### src/rtl/riscv_core_pipe_sched_if.sv
// Scheduler <-> datapath control bundle: D-stage decode fields, X-stage
// redirect, muldiv and data-memory handshakes, and the stage-control outputs.
interface riscv_core_pipe_sched_if;
    // Decode fields of the instruction currently in D
    logic       rs1_en_Dhl;
    logic       rs2_en_Dhl;
    logic [4:0] rs1_Dhl;
    logic [4:0] rs2_Dhl;
    logic       rd_en_Dhl;
    logic [4:0] rd_Dhl;
    logic       is_load_Dhl;
    logic       is_muldiv_Dhl;
    // Branch/jump resolution in X
    logic       redirect_Xhl;
    logic [1:0] redirect_sel_Xhl;
    // Handshakes and status from the datapath
    logic       muldivreq_rdy;
    logic       muldivresp_val;
    logic       dmemresp_val;
    logic       csr_stall_Whl;
    // Stage control generated by the scheduler
    logic [1:0] pc_mux_sel_Phl;
    logic       stall_Fhl;
    logic       stall_Dhl;
    logic       stall_Xhl;
    logic       stall_Mhl;
    logic       stall_Whl;
    logic       val_Xhl;
    logic       val_Mhl;
    logic       val_Whl;
    logic       muldivreq_val;
    logic       muldivresp_rdy;
    logic       dmemresp_queue_en_Mhl;
    logic       dmemresp_queue_val_Mhl;
    logic       rf_wen_Whl;
    logic [4:0] rf_waddr_Whl;

    // Scheduler side: consumes decode/status, drives stage control
    modport master (
        input  rs1_en_Dhl, rs2_en_Dhl, rs1_Dhl, rs2_Dhl, rd_en_Dhl, rd_Dhl,
        input  is_load_Dhl, is_muldiv_Dhl, redirect_Xhl, redirect_sel_Xhl,
        input  muldivreq_rdy, muldivresp_val, dmemresp_val, csr_stall_Whl,
        output pc_mux_sel_Phl, stall_Fhl, stall_Dhl, stall_Xhl, stall_Mhl, stall_Whl,
        output val_Xhl, val_Mhl, val_Whl, muldivreq_val, muldivresp_rdy,
        output dmemresp_queue_en_Mhl, dmemresp_queue_val_Mhl, rf_wen_Whl, rf_waddr_Whl
    );

    // Datapath side: the mirror image
    modport slave (
        output rs1_en_Dhl, rs2_en_Dhl, rs1_Dhl, rs2_Dhl, rd_en_Dhl, rd_Dhl,
        output is_load_Dhl, is_muldiv_Dhl, redirect_Xhl, redirect_sel_Xhl,
        output muldivreq_rdy, muldivresp_val, dmemresp_val, csr_stall_Whl,
        input  pc_mux_sel_Phl, stall_Fhl, stall_Dhl, stall_Xhl, stall_Mhl, stall_Whl,
        input  val_Xhl, val_Mhl, val_Whl, muldivreq_val, muldivresp_rdy,
        input  dmemresp_queue_en_Mhl, dmemresp_queue_val_Mhl, rf_wen_Whl, rf_waddr_Whl
    );
endinterface

### src/rtl/riscv_core_pipe_sched.sv
// Pipeline scheduler for the 5-stage core: tracks stage valids and producer
// tags, builds the back-to-front stall chain, inserts bubbles and squashes,
// selects the PC source and sequences the muldiv / load-response handshakes.
module riscv_core_pipe_sched #(
    parameter logic [1:0] RESET_SEL = 2'd0
) (
    input logic                     clk,
    input logic                     reset,
    riscv_core_pipe_sched_if.master bus
);

    // val_f_q marks that a fetch has been issued since reset release
    logic       val_f_q, val_f_d;
    logic       val_d_q, val_d_d;
    logic       val_x_q, val_x_d;
    logic       val_m_q, val_m_d;
    logic       val_w_q, val_w_d;
    logic       rd_en_x_q, rd_en_x_d, ld_x_q, ld_x_d, md_x_q, md_x_d;
    logic [4:0] rd_x_q, rd_x_d;
    logic       rd_en_m_q, rd_en_m_d, ld_m_q, ld_m_d;
    logic [4:0] rd_m_q, rd_m_d;
    logic       rd_en_w_q, rd_en_w_d;
    logic [4:0] rd_w_q, rd_w_d;
    logic       issued_q, issued_d;
    logic       qval_q, qval_d;

    logic stall_w, stall_m, stall_x, stall_d;
    logic redir, raw, hz_rs1, hz_rs2;
    logic mdreq_val, mdresp_rdy, q_en;

    // A source conflicts with any live in-flight producer of the same nonzero register
    function automatic logic src_hit(
        input logic en, input logic [4:0] idx,
        input logic vx, input logic ex, input logic [4:0] rx,
        input logic vm, input logic em, input logic [4:0] rm,
        input logic vw, input logic ew, input logic [4:0] rw
    );
        return en && (idx != 5'd0) &&
               ((vx && ex && (rx == idx)) ||
                (vm && em && (rm == idx)) ||
                (vw && ew && (rw == idx)));
    endfunction

    // Stall chain resolved from W back to D, plus redirect and handshake qualifiers
    always_comb begin
        stall_w    = val_w_q & bus.csr_stall_Whl;
        stall_m    = stall_w | (val_m_q & ld_m_q & ~bus.dmemresp_val & ~qval_q);
        mdresp_rdy = val_x_q & md_x_q & ~stall_m;
        stall_x    = stall_m | (val_x_q & md_x_q & ~(bus.muldivresp_val & mdresp_rdy));
        redir      = val_x_q & bus.redirect_Xhl & ~stall_x;
        hz_rs1     = src_hit(bus.rs1_en_Dhl, bus.rs1_Dhl,
                             val_x_q, rd_en_x_q, rd_x_q,
                             val_m_q, rd_en_m_q, rd_m_q,
                             val_w_q, rd_en_w_q, rd_w_q);
        hz_rs2     = src_hit(bus.rs2_en_Dhl, bus.rs2_Dhl,
                             val_x_q, rd_en_x_q, rd_x_q,
                             val_m_q, rd_en_m_q, rd_m_q,
                             val_w_q, rd_en_w_q, rd_w_q);
        raw        = val_d_q & (hz_rs1 | hz_rs2);
        // A redirect squashes the dependent instruction anyway, so it overrides RAW
        stall_d    = stall_x | (raw & ~redir);
        mdreq_val  = val_x_q & md_x_q & ~issued_q;
        q_en       = val_m_q & ld_m_q & bus.dmemresp_val & stall_w & ~qval_q;
    end

    // Next-state: advancing stages take upstream data, bubbling when upstream is stalled
    always_comb begin
        val_f_d   = 1'b1;
        val_d_d   = val_d_q;
        val_x_d   = val_x_q;
        rd_en_x_d = rd_en_x_q;
        rd_x_d    = rd_x_q;
        ld_x_d    = ld_x_q;
        md_x_d    = md_x_q;
        val_m_d   = val_m_q;
        rd_en_m_d = rd_en_m_q;
        rd_m_d    = rd_m_q;
        ld_m_d    = ld_m_q;
        val_w_d   = val_w_q;
        rd_en_w_d = rd_en_w_q;
        rd_w_d    = rd_w_q;
        issued_d  = issued_q;
        qval_d    = qval_q;

        if (!stall_d) begin
            val_d_d = val_f_q & ~redir;
        end
        if (!stall_x) begin
            val_x_d   = val_d_q & ~stall_d & ~redir;
            rd_en_x_d = bus.rd_en_Dhl;
            rd_x_d    = bus.rd_Dhl;
            ld_x_d    = bus.is_load_Dhl;
            md_x_d    = bus.is_muldiv_Dhl;
        end
        if (!stall_m) begin
            val_m_d   = val_x_q & ~stall_x;
            rd_en_m_d = rd_en_x_q;
            rd_m_d    = rd_x_q;
            ld_m_d    = ld_x_q;
        end
        if (!stall_w) begin
            val_w_d   = val_m_q & ~stall_m;
            rd_en_w_d = rd_en_m_q;
            rd_w_d    = rd_m_q;
        end

        // A request is accepted once per muldiv; leaving X rearms it
        if (!stall_x) begin
            issued_d = 1'b0;
        end else if (mdreq_val && bus.muldivreq_rdy) begin
            issued_d = 1'b1;
        end

        // Held load response lives until the load leaves M
        if (!stall_m) begin
            qval_d = 1'b0;
        end else if (q_en) begin
            qval_d = 1'b1;
        end
    end

    // State registers; reset discards every in-flight instruction and handshake
    always_ff @(posedge clk or negedge reset) begin
        if (!reset) begin
            val_f_q   <= 1'b0;
            val_d_q   <= 1'b0;
            val_x_q   <= 1'b0;
            val_m_q   <= 1'b0;
            val_w_q   <= 1'b0;
            rd_en_x_q <= 1'b0;
            rd_x_q    <= 5'd0;
            ld_x_q    <= 1'b0;
            md_x_q    <= 1'b0;
            rd_en_m_q <= 1'b0;
            rd_m_q    <= 5'd0;
            ld_m_q    <= 1'b0;
            rd_en_w_q <= 1'b0;
            rd_w_q    <= 5'd0;
            issued_q  <= 1'b0;
            qval_q    <= 1'b0;
        end else begin
            val_f_q   <= val_f_d;
            val_d_q   <= val_d_d;
            val_x_q   <= val_x_d;
            val_m_q   <= val_m_d;
            val_w_q   <= val_w_d;
            rd_en_x_q <= rd_en_x_d;
            rd_x_q    <= rd_x_d;
            ld_x_q    <= ld_x_d;
            md_x_q    <= md_x_d;
            rd_en_m_q <= rd_en_m_d;
            rd_m_q    <= rd_m_d;
            ld_m_q    <= ld_m_d;
            rd_en_w_q <= rd_en_w_d;
            rd_w_q    <= rd_w_d;
            issued_q  <= issued_d;
            qval_q    <= qval_d;
        end
    end

    assign bus.pc_mux_sel_Phl         = redir ? bus.redirect_sel_Xhl : RESET_SEL;
    assign bus.stall_Fhl              = stall_d;
    assign bus.stall_Dhl              = stall_d;
    assign bus.stall_Xhl              = stall_x;
    assign bus.stall_Mhl              = stall_m;
    assign bus.stall_Whl              = stall_w;
    assign bus.val_Xhl                = val_x_q;
    assign bus.val_Mhl                = val_m_q;
    assign bus.val_Whl                = val_w_q;
    assign bus.muldivreq_val          = mdreq_val;
    assign bus.muldivresp_rdy         = mdresp_rdy;
    assign bus.dmemresp_queue_en_Mhl  = q_en;
    assign bus.dmemresp_queue_val_Mhl = qval_q;
    assign bus.rf_wen_Whl             = val_w_q & rd_en_w_q & (rd_w_q != 5'd0) & ~stall_w;
    assign bus.rf_waddr_Whl           = rd_w_q;

endmodule

### src/flat_wrapper.sv
// flat-port wrapper written by rule: the top's interface ports become plain ports
module riscv_core_pipe_sched_flat 
#(
    parameter logic [1:0] RESET_SEL = 2'd0
)
  (clk, reset, bus_rs1_en_Dhl, bus_rs2_en_Dhl, bus_rs1_Dhl, bus_rs2_Dhl, bus_rd_en_Dhl, bus_rd_Dhl, bus_is_load_Dhl, bus_is_muldiv_Dhl, bus_redirect_Xhl, bus_redirect_sel_Xhl, bus_muldivreq_rdy, bus_muldivresp_val, bus_dmemresp_val, bus_csr_stall_Whl, bus_pc_mux_sel_Phl, bus_stall_Fhl, bus_stall_Dhl, bus_stall_Xhl, bus_stall_Mhl, bus_stall_Whl, bus_val_Xhl, bus_val_Mhl, bus_val_Whl, bus_muldivreq_val, bus_muldivresp_rdy, bus_dmemresp_queue_en_Mhl, bus_dmemresp_queue_val_Mhl, bus_rf_wen_Whl, bus_rf_waddr_Whl);
  riscv_core_pipe_sched_if bus_i ();
  input logic clk;
  input logic reset;
  input wire logic [$bits(bus_i.rs1_en_Dhl)-1:0] bus_rs1_en_Dhl;
  input wire logic [$bits(bus_i.rs2_en_Dhl)-1:0] bus_rs2_en_Dhl;
  input wire logic [$bits(bus_i.rs1_Dhl)-1:0] bus_rs1_Dhl;
  input wire logic [$bits(bus_i.rs2_Dhl)-1:0] bus_rs2_Dhl;
  input wire logic [$bits(bus_i.rd_en_Dhl)-1:0] bus_rd_en_Dhl;
  input wire logic [$bits(bus_i.rd_Dhl)-1:0] bus_rd_Dhl;
  input wire logic [$bits(bus_i.is_load_Dhl)-1:0] bus_is_load_Dhl;
  input wire logic [$bits(bus_i.is_muldiv_Dhl)-1:0] bus_is_muldiv_Dhl;
  input wire logic [$bits(bus_i.redirect_Xhl)-1:0] bus_redirect_Xhl;
  input wire logic [$bits(bus_i.redirect_sel_Xhl)-1:0] bus_redirect_sel_Xhl;
  input wire logic [$bits(bus_i.muldivreq_rdy)-1:0] bus_muldivreq_rdy;
  input wire logic [$bits(bus_i.muldivresp_val)-1:0] bus_muldivresp_val;
  input wire logic [$bits(bus_i.dmemresp_val)-1:0] bus_dmemresp_val;
  input wire logic [$bits(bus_i.csr_stall_Whl)-1:0] bus_csr_stall_Whl;
  output wire logic [$bits(bus_i.pc_mux_sel_Phl)-1:0] bus_pc_mux_sel_Phl;
  output wire logic [$bits(bus_i.stall_Fhl)-1:0] bus_stall_Fhl;
  output wire logic [$bits(bus_i.stall_Dhl)-1:0] bus_stall_Dhl;
  output wire logic [$bits(bus_i.stall_Xhl)-1:0] bus_stall_Xhl;
  output wire logic [$bits(bus_i.stall_Mhl)-1:0] bus_stall_Mhl;
  output wire logic [$bits(bus_i.stall_Whl)-1:0] bus_stall_Whl;
  output wire logic [$bits(bus_i.val_Xhl)-1:0] bus_val_Xhl;
  output wire logic [$bits(bus_i.val_Mhl)-1:0] bus_val_Mhl;
  output wire logic [$bits(bus_i.val_Whl)-1:0] bus_val_Whl;
  output wire logic [$bits(bus_i.muldivreq_val)-1:0] bus_muldivreq_val;
  output wire logic [$bits(bus_i.muldivresp_rdy)-1:0] bus_muldivresp_rdy;
  output wire logic [$bits(bus_i.dmemresp_queue_en_Mhl)-1:0] bus_dmemresp_queue_en_Mhl;
  output wire logic [$bits(bus_i.dmemresp_queue_val_Mhl)-1:0] bus_dmemresp_queue_val_Mhl;
  output wire logic [$bits(bus_i.rf_wen_Whl)-1:0] bus_rf_wen_Whl;
  output wire logic [$bits(bus_i.rf_waddr_Whl)-1:0] bus_rf_waddr_Whl;
  assign bus_i.rs1_en_Dhl = bus_rs1_en_Dhl;
  assign bus_i.rs2_en_Dhl = bus_rs2_en_Dhl;
  assign bus_i.rs1_Dhl = bus_rs1_Dhl;
  assign bus_i.rs2_Dhl = bus_rs2_Dhl;
  assign bus_i.rd_en_Dhl = bus_rd_en_Dhl;
  assign bus_i.rd_Dhl = bus_rd_Dhl;
  assign bus_i.is_load_Dhl = bus_is_load_Dhl;
  assign bus_i.is_muldiv_Dhl = bus_is_muldiv_Dhl;
  assign bus_i.redirect_Xhl = bus_redirect_Xhl;
  assign bus_i.redirect_sel_Xhl = bus_redirect_sel_Xhl;
  assign bus_i.muldivreq_rdy = bus_muldivreq_rdy;
  assign bus_i.muldivresp_val = bus_muldivresp_val;
  assign bus_i.dmemresp_val = bus_dmemresp_val;
  assign bus_i.csr_stall_Whl = bus_csr_stall_Whl;
  assign bus_pc_mux_sel_Phl = bus_i.pc_mux_sel_Phl;
  assign bus_stall_Fhl = bus_i.stall_Fhl;
  assign bus_stall_Dhl = bus_i.stall_Dhl;
  assign bus_stall_Xhl = bus_i.stall_Xhl;
  assign bus_stall_Mhl = bus_i.stall_Mhl;
  assign bus_stall_Whl = bus_i.stall_Whl;
  assign bus_val_Xhl = bus_i.val_Xhl;
  assign bus_val_Mhl = bus_i.val_Mhl;
  assign bus_val_Whl = bus_i.val_Whl;
  assign bus_muldivreq_val = bus_i.muldivreq_val;
  assign bus_muldivresp_rdy = bus_i.muldivresp_rdy;
  assign bus_dmemresp_queue_en_Mhl = bus_i.dmemresp_queue_en_Mhl;
  assign bus_dmemresp_queue_val_Mhl = bus_i.dmemresp_queue_val_Mhl;
  assign bus_rf_wen_Whl = bus_i.rf_wen_Whl;
  assign bus_rf_waddr_Whl = bus_i.rf_waddr_Whl;
  riscv_core_pipe_sched #(.RESET_SEL(RESET_SEL)) u_core (.clk(clk), .reset(reset), .bus(bus_i));
endmodule
### config.mk
export PLATFORM = sky130hd
export DESIGN_NAME = riscv_core_pipe_sched_flat
export DESIGN_NICKNAME = d
export VERILOG_FILES = /design/src/rtl/riscv_core_pipe_sched_if.sv /design/src/rtl/riscv_core_pipe_sched.sv /design/src/flat_wrapper.sv
export SDC_FILE = /design/constraint.sdc
export NUM_CORES = 1
export LEC_CHECK = 0
export CORE_MARGIN = 1.5
export CORE_UTILIZATION = 50
export DETAILED_ROUTE_END_ITERATION = 8
export GPL_TIMING_DRIVEN = 0
export MAX_ROUTING_LAYER = met4
export PLACE_DENSITY_LB_ADDON = 0.12
export REMOVE_ABC_BUFFERS = 1
export SKIP_CTS_REPAIR_TIMING = 1
export SYNTH_ARGS = -nofsm -noshare
export SYNTH_HDL_FRONTEND = slang
export SYNTH_SLANG_ARGS = --single-unit
### constraint.sdc
create_clock -name clk -period 2.9 [get_ports clk]
set_input_delay 0.58 -clock clk [delete_from_list [all_inputs] [get_ports clk]]
set_output_delay 0.58 -clock clk [all_outputs]
set_load 0.005 [all_outputs]
==> metrics.txt <==
# TYPE chip_impl_metric gauge
chip_impl_metric{name="ioPinCount",unit=""} 49
chip_impl_metric{name="globalplace.congestion",unit=""} 0.826
chip_impl_metric{name="achievable-frequency",unit="MHz"} 374
chip_impl_info{name="crit_path_end_kind",value="output pin"} 1
chip_impl_metric{name="finalHoldViolations",unit=""} 0
chip_impl_metric{name="track_usage",unit="%"} 23.3
chip_impl_metric{name="drt.antenna.violating_nets",unit=""} 0
chip_impl_metric{name="synth_cells",unit=""} 165
chip_impl_metric{name="worst_setup_hold_path_clk_slew",unit="ns"} 0.15
chip_impl_info{name="reg2reg_from",value="u_core.bus.rf_waddr_Whl[3]"} 1
chip_impl_metric{name="finalNetCount",unit=""} 260
chip_impl_metric{name="yosysWarnings",unit=""} 0
chip_impl_metric{name="proportion_of_layout_cells_with_a_drive_suffix_above_1",unit="%"} 18.7
chip_impl_metric{name="power.density_cell_area",unit="nW/µm²"} 870
chip_impl_metric{name="post_drt_wl_per_cell",unit="µm"} 13.9
chip_impl_info{name="rsz0062_at_grt",value="no"} 1
chip_impl_metric{name="finalWirelength",unit="µm"} 3810
chip_impl_metric{name="crit_fanout",unit=""} 5
chip_impl_metric{name="max_slew_margin",unit="%"} 58.5
chip_impl_info{name="run_status",value="completed"} 1
chip_impl_metric{name="worst_ep_arrival_time",unit="ns"} 2.09
chip_impl_metric{name="synth.cell_area",unit="µm²"} 1570
chip_impl_metric{name="die-height",unit="µm"} 59.1
chip_impl_metric{name="seq_area_frac_synth",unit="%"} 44.6
chip_impl_metric{name="post_synth_fa_ha_maj_area_fraction",unit="%"} 0
chip_impl_metric{name="clock_sink_count",unit=""} 28
chip_impl_metric{name="die_area",unit="µm²"} 3490
chip_impl_metric{name="tritoncts.num_buffers",unit=""} 3
chip_impl_metric{name="area_growth_syn_to_layout",unit="%"} 47.0
chip_impl_metric{name="num_rows",unit=""} 20
chip_impl_metric{name="grt_pass1_wl",unit="µm"} 6020
chip_impl_metric{name="grt_start_max_net_pins",unit=""} 29
chip_impl_metric{name="report.final.slew_viol_count",unit=""} 0
chip_impl_metric{name="worst_pin_slew",unit="ns"} 0.623
chip_impl_info{name="timing.critical_path.from",value="u_core.bus.rf_waddr_Whl[3]"} 1
chip_impl_metric{name="worst_skew_pair.late_latency",unit="ns"} 0.33
chip_impl_metric{name="place_area",unit="µm²"} 2080
chip_impl_metric{name="num_vias",unit=""} 1413
chip_impl_metric{name="initialDrtViolationCount",unit=""} 60
chip_impl_metric{name="hpwl",unit="µm"} 2750
chip_impl_metric{name="post-place-cells",unit=""} 254
chip_impl_metric{name="n_antenna_cell",unit=""} 0
chip_impl_metric{name="synth_xor_xnor_area_share",unit="%"} 16.7
chip_impl_metric{name="final-setup-viol-count",unit=""} 0
chip_impl_metric{name="power.leakage",unit="nW"} 1.12
chip_impl_metric{name="cts-htree-levels",unit=""} 1
chip_impl_metric{name="synth-compound-area-share",unit="%"} 7.32
chip_impl_metric{name="core_region_area",unit="µm²"} 3030
chip_impl_metric{name="setup-tns-final",unit="ns"} 0
chip_impl_metric{name="first_global_vias",unit=""} 1321
chip_impl_info{name="worst_hold_path_type",value="in -> async"} 1
chip_impl_info{name="cts_tree",value="built"} 1
chip_impl_metric{name="place.port_buffers",unit=""} 48
chip_impl_info{name="synth_top_family_by_area",value="simple AND/OR/NAND/NOR gates"} 1
chip_impl_metric{name="vdd.ir_drop.worst",unit="mV"} 0.479
chip_impl_info{name="clk_root_buffer_cell",value="sky130_fd_sc_hd__clkbuf_4"} 1
chip_impl_metric{name="synth-seq-cells",unit=""} 28
chip_impl_metric{name="maxCapViolations",unit=""} 0
chip_impl_metric{name="finalClockSkew",unit="ns"} 0.00696
chip_impl_metric{name="cp_data_required_time",unit="ns"} 2.32
chip_impl_metric{name="stdcell_count",unit=""} 274
chip_impl_metric{name="synthSimpleGateAreaFrac",unit="%"} 22.9
chip_impl_metric{name="post-route-drc-count",unit=""} 0
chip_impl_metric{name="min_period_over_period",unit="%"} 92.2
chip_impl_metric{name="via_per_inst",unit=""} 5.16
chip_impl_metric{name="fillerInstances",unit=""} 223
chip_impl_metric{name="synthesis.area_per_instance",unit="µm²"} 9.52
chip_impl_metric{name="cts_buffer_depth",unit=""} 2
chip_impl_metric{name="synth_mux_area_share",unit="%"} 5.02
chip_impl_metric{name="overflow",unit=""} 0
chip_impl_metric{name="antenna_found_initial",unit=""} 0
chip_impl_info{name="critPathKind",value="reg -> out"} 1
chip_impl_metric{name="synth_cell_types",unit=""} 33
chip_impl_metric{name="totalPowerFinal",unit="W"} 0.00201
chip_impl_metric{name="min_tclk_post_route",unit="ns"} 2.67
chip_impl_metric{name="fin_area",unit="µm²"} 2310
chip_impl_metric{name="floorplan.die.width",unit="µm"} 59.1
chip_impl_info{name="critical_path.startpoint_type",value="flip-flop"} 1
chip_impl_metric{name="initial_core_utilization",unit="%"} 51.9
chip_impl_metric{name="drt-pass1-iter-count",unit=""} 4
-- final timing paths --
kind                                         endpoint  slack, ns  depth (start not counted)
max in group asynchronous  u_core.bus.rf_waddr_Whl[3]       2.23                          1
setup reg to reg                   u_core.bus.val_Xhl       1.17                          6
min in group clk                        u_core.ld_m_q       0.50                          2
hold / removal             u_core.bus.rf_waddr_Whl[4]       0.24                          1
hold reg to reg                         u_core.ld_m_q       0.50                          2
setup / recovery                        bus_stall_Dhl       0.23                          7
-- cells in the mapped netlist --
library cell / count / area (µm²)
sky130_fd_sc_hd__dfrtp_1: 28 / 701
sky130_fd_sc_hd__nand2_4: 1 / 11.3
sky130_fd_sc_hd__nand2_1: 43 / 161
sky130_fd_sc_hd__a31oi_1: 3 / 18.8
sky130_fd_sc_hd__a22o_1: 1 / 8.76
sky130_fd_sc_hd__inv_1: 3 / 11.3
sky130_fd_sc_hd__nor2_8: 1 / 20.0
sky130_fd_sc_hd__a22oi_2: 1 / 12.5
sky130_fd_sc_hd__xnor2_1: 12 / 105
sky130_fd_sc_hd__o2111a_1: 1 / 11.3
sky130_fd_sc_hd__a21oi_1: 1 / 5.00
sky130_fd_sc_hd__nand2b_1: 1 / 6.26
sky130_fd_sc_hd__nand4_1: 6 / 37.5
sky130_fd_sc_hd__a21oi_4: 1 / 16.3
sky130_fd_sc_hd__conb_1: 1 / 3.75
sky130_fd_sc_hd__and2_1: 2 / 12.5
sky130_fd_sc_hd__o21ai_0: 4 / 20.0
sky130_fd_sc_hd__or3_1: 2 / 12.5
sky130_fd_sc_hd__a211oi_1: 1 / 7.51
sky130_fd_sc_hd__mux2_2: 7 / 78.8
sky130_fd_sc_hd__nor3b_2: 1 / 12.5
sky130_fd_sc_hd__nor4_1: 4 / 25.0
sky130_fd_sc_hd__buf_2: 1 / 5.00
sky130_fd_sc_hd__buf_4: 1 / 7.51
sky130_fd_sc_hd__nand3_1: 1 / 5.00
sky130_fd_sc_hd__xor2_1: 18 / 158
sky130_fd_sc_hd__nor3_1: 2 / 10.0
sky130_fd_sc_hd__inv_4: 2 / 12.5
sky130_fd_sc_hd__o21ai_1: 3 / 15.0
sky130_fd_sc_hd__nor2_1: 8 / 30.0
sky130_fd_sc_hd__or4_1: 2 / 15.0
sky130_fd_sc_hd__inv_2: 1 / 3.75
sky130_fd_sc_hd__buf_6: 1 / 11.3
-- layer usage --
layer  global-route usage (%)  up-vias  share of wire (%)
met5                        -        -                  0
met2                     35.6       45                 51
li1                         -      685                  -
met1                     31.4      679                 43
met3                     3.06        4                4.6
met4                     9.74        0               0.87
-- final cells by class --
cell class / count / area [µm²] / area share, %
Multi-Input combinational cell: 128 / 852 / 36.9
Sequential cell: 28 / 703 / 30.4
Timing Repair Buffer: 64 / 631 / 27.3
Tap cell: 44 / 55.1 / 2.38
Clock buffer: 4 / 36.3 / 1.57
Inverter: 6 / 32.5 / 1.41
-- layout by cell type (no fill, tap or decap), types with 2 or more instances in the layout --
cell type                         instances
sky130_fd_sc_hd__inv_4                    2
sky130_fd_sc_hd__xnor2_1                 12
sky130_fd_sc_hd__nor3_1                   2
sky130_fd_sc_hd__buf_4                   16
sky130_fd_sc_hd__dfrtp_1                 26
sky130_fd_sc_hd__o21ai_1                  3
sky130_fd_sc_hd__o21ai_0                  4
sky130_fd_sc_hd__clkdlybuf4s50_1         33
sky130_fd_sc_hd__xor2_1                  18
sky130_fd_sc_hd__nor4_2                   4
sky130_fd_sc_hd__nor2_1                   8
sky130_fd_sc_hd__or3_1                    2
sky130_fd_sc_hd__nand2_1                 43
sky130_fd_sc_hd__or4_1                    2
sky130_fd_sc_hd__dlymetal6s2s_1          14
sky130_fd_sc_hd__dfrtp_2                  2
sky130_fd_sc_hd__clkbuf_4                 3
sky130_fd_sc_hd__nand4_1                  6
sky130_fd_sc_hd__inv_1                    3
sky130_fd_sc_hd__and2_1                   2
sky130_fd_sc_hd__a31oi_1                  3
sky130_fd_sc_hd__mux2_2                   7
-- stage by stage --
step | utilization (%) | hold slack [ns] | setup slack [ns]
floorplan | - | 0.284 | 0.748
global placement | 68.8 | 0.456 | -0.436
detailed placement | 68.8 | 0.468 | -0.488
CTS | 70.0 | 0.500 | -0.516
global route | 76.3 | 0.258 | 0.0589
finish | 76.3 | 0.241 | 0.226
-- critical path, cell delays in order (launching register included) --
cell	delay, ns
sky130_fd_sc_hd__dfrtp_2	0.47
sky130_fd_sc_hd__xnor2_1	0.17
sky130_fd_sc_hd__nand4_1	0.12
sky130_fd_sc_hd__or3_1	0.38
sky130_fd_sc_hd__a31oi_1	0.20
sky130_fd_sc_hd__nor2_1	0.11
sky130_fd_sc_hd__o21ai_1	0.16
sky130_fd_sc_hd__dlymetal6s2s_1	0.15
-- cell families after synthesis --
| family | count (synthesis) |
|---|---|
| xor+xnor | 30 |
| flops | 28 |
| compound gates | 16 |
| mux | 7 |
| simple gates | 74 |
| buf+inv | 9 |
| other cells | 1 |
-- power breakdown --
group / total, W / leakage, nW / internal, W / switching (W)
Combinational: 0.00102 / 0.762 / 0.000590 / 0.000433
Clock: 0.000192 / 0.0210 / 0.0000768 / 0.000115
Sequential: 0.000795 / 0.341 / 0.000564 / 0.000230
Total: 0.00201 / 1.12 / 0.00123 / 0.000778
Power figures use the tool's default switching activity.
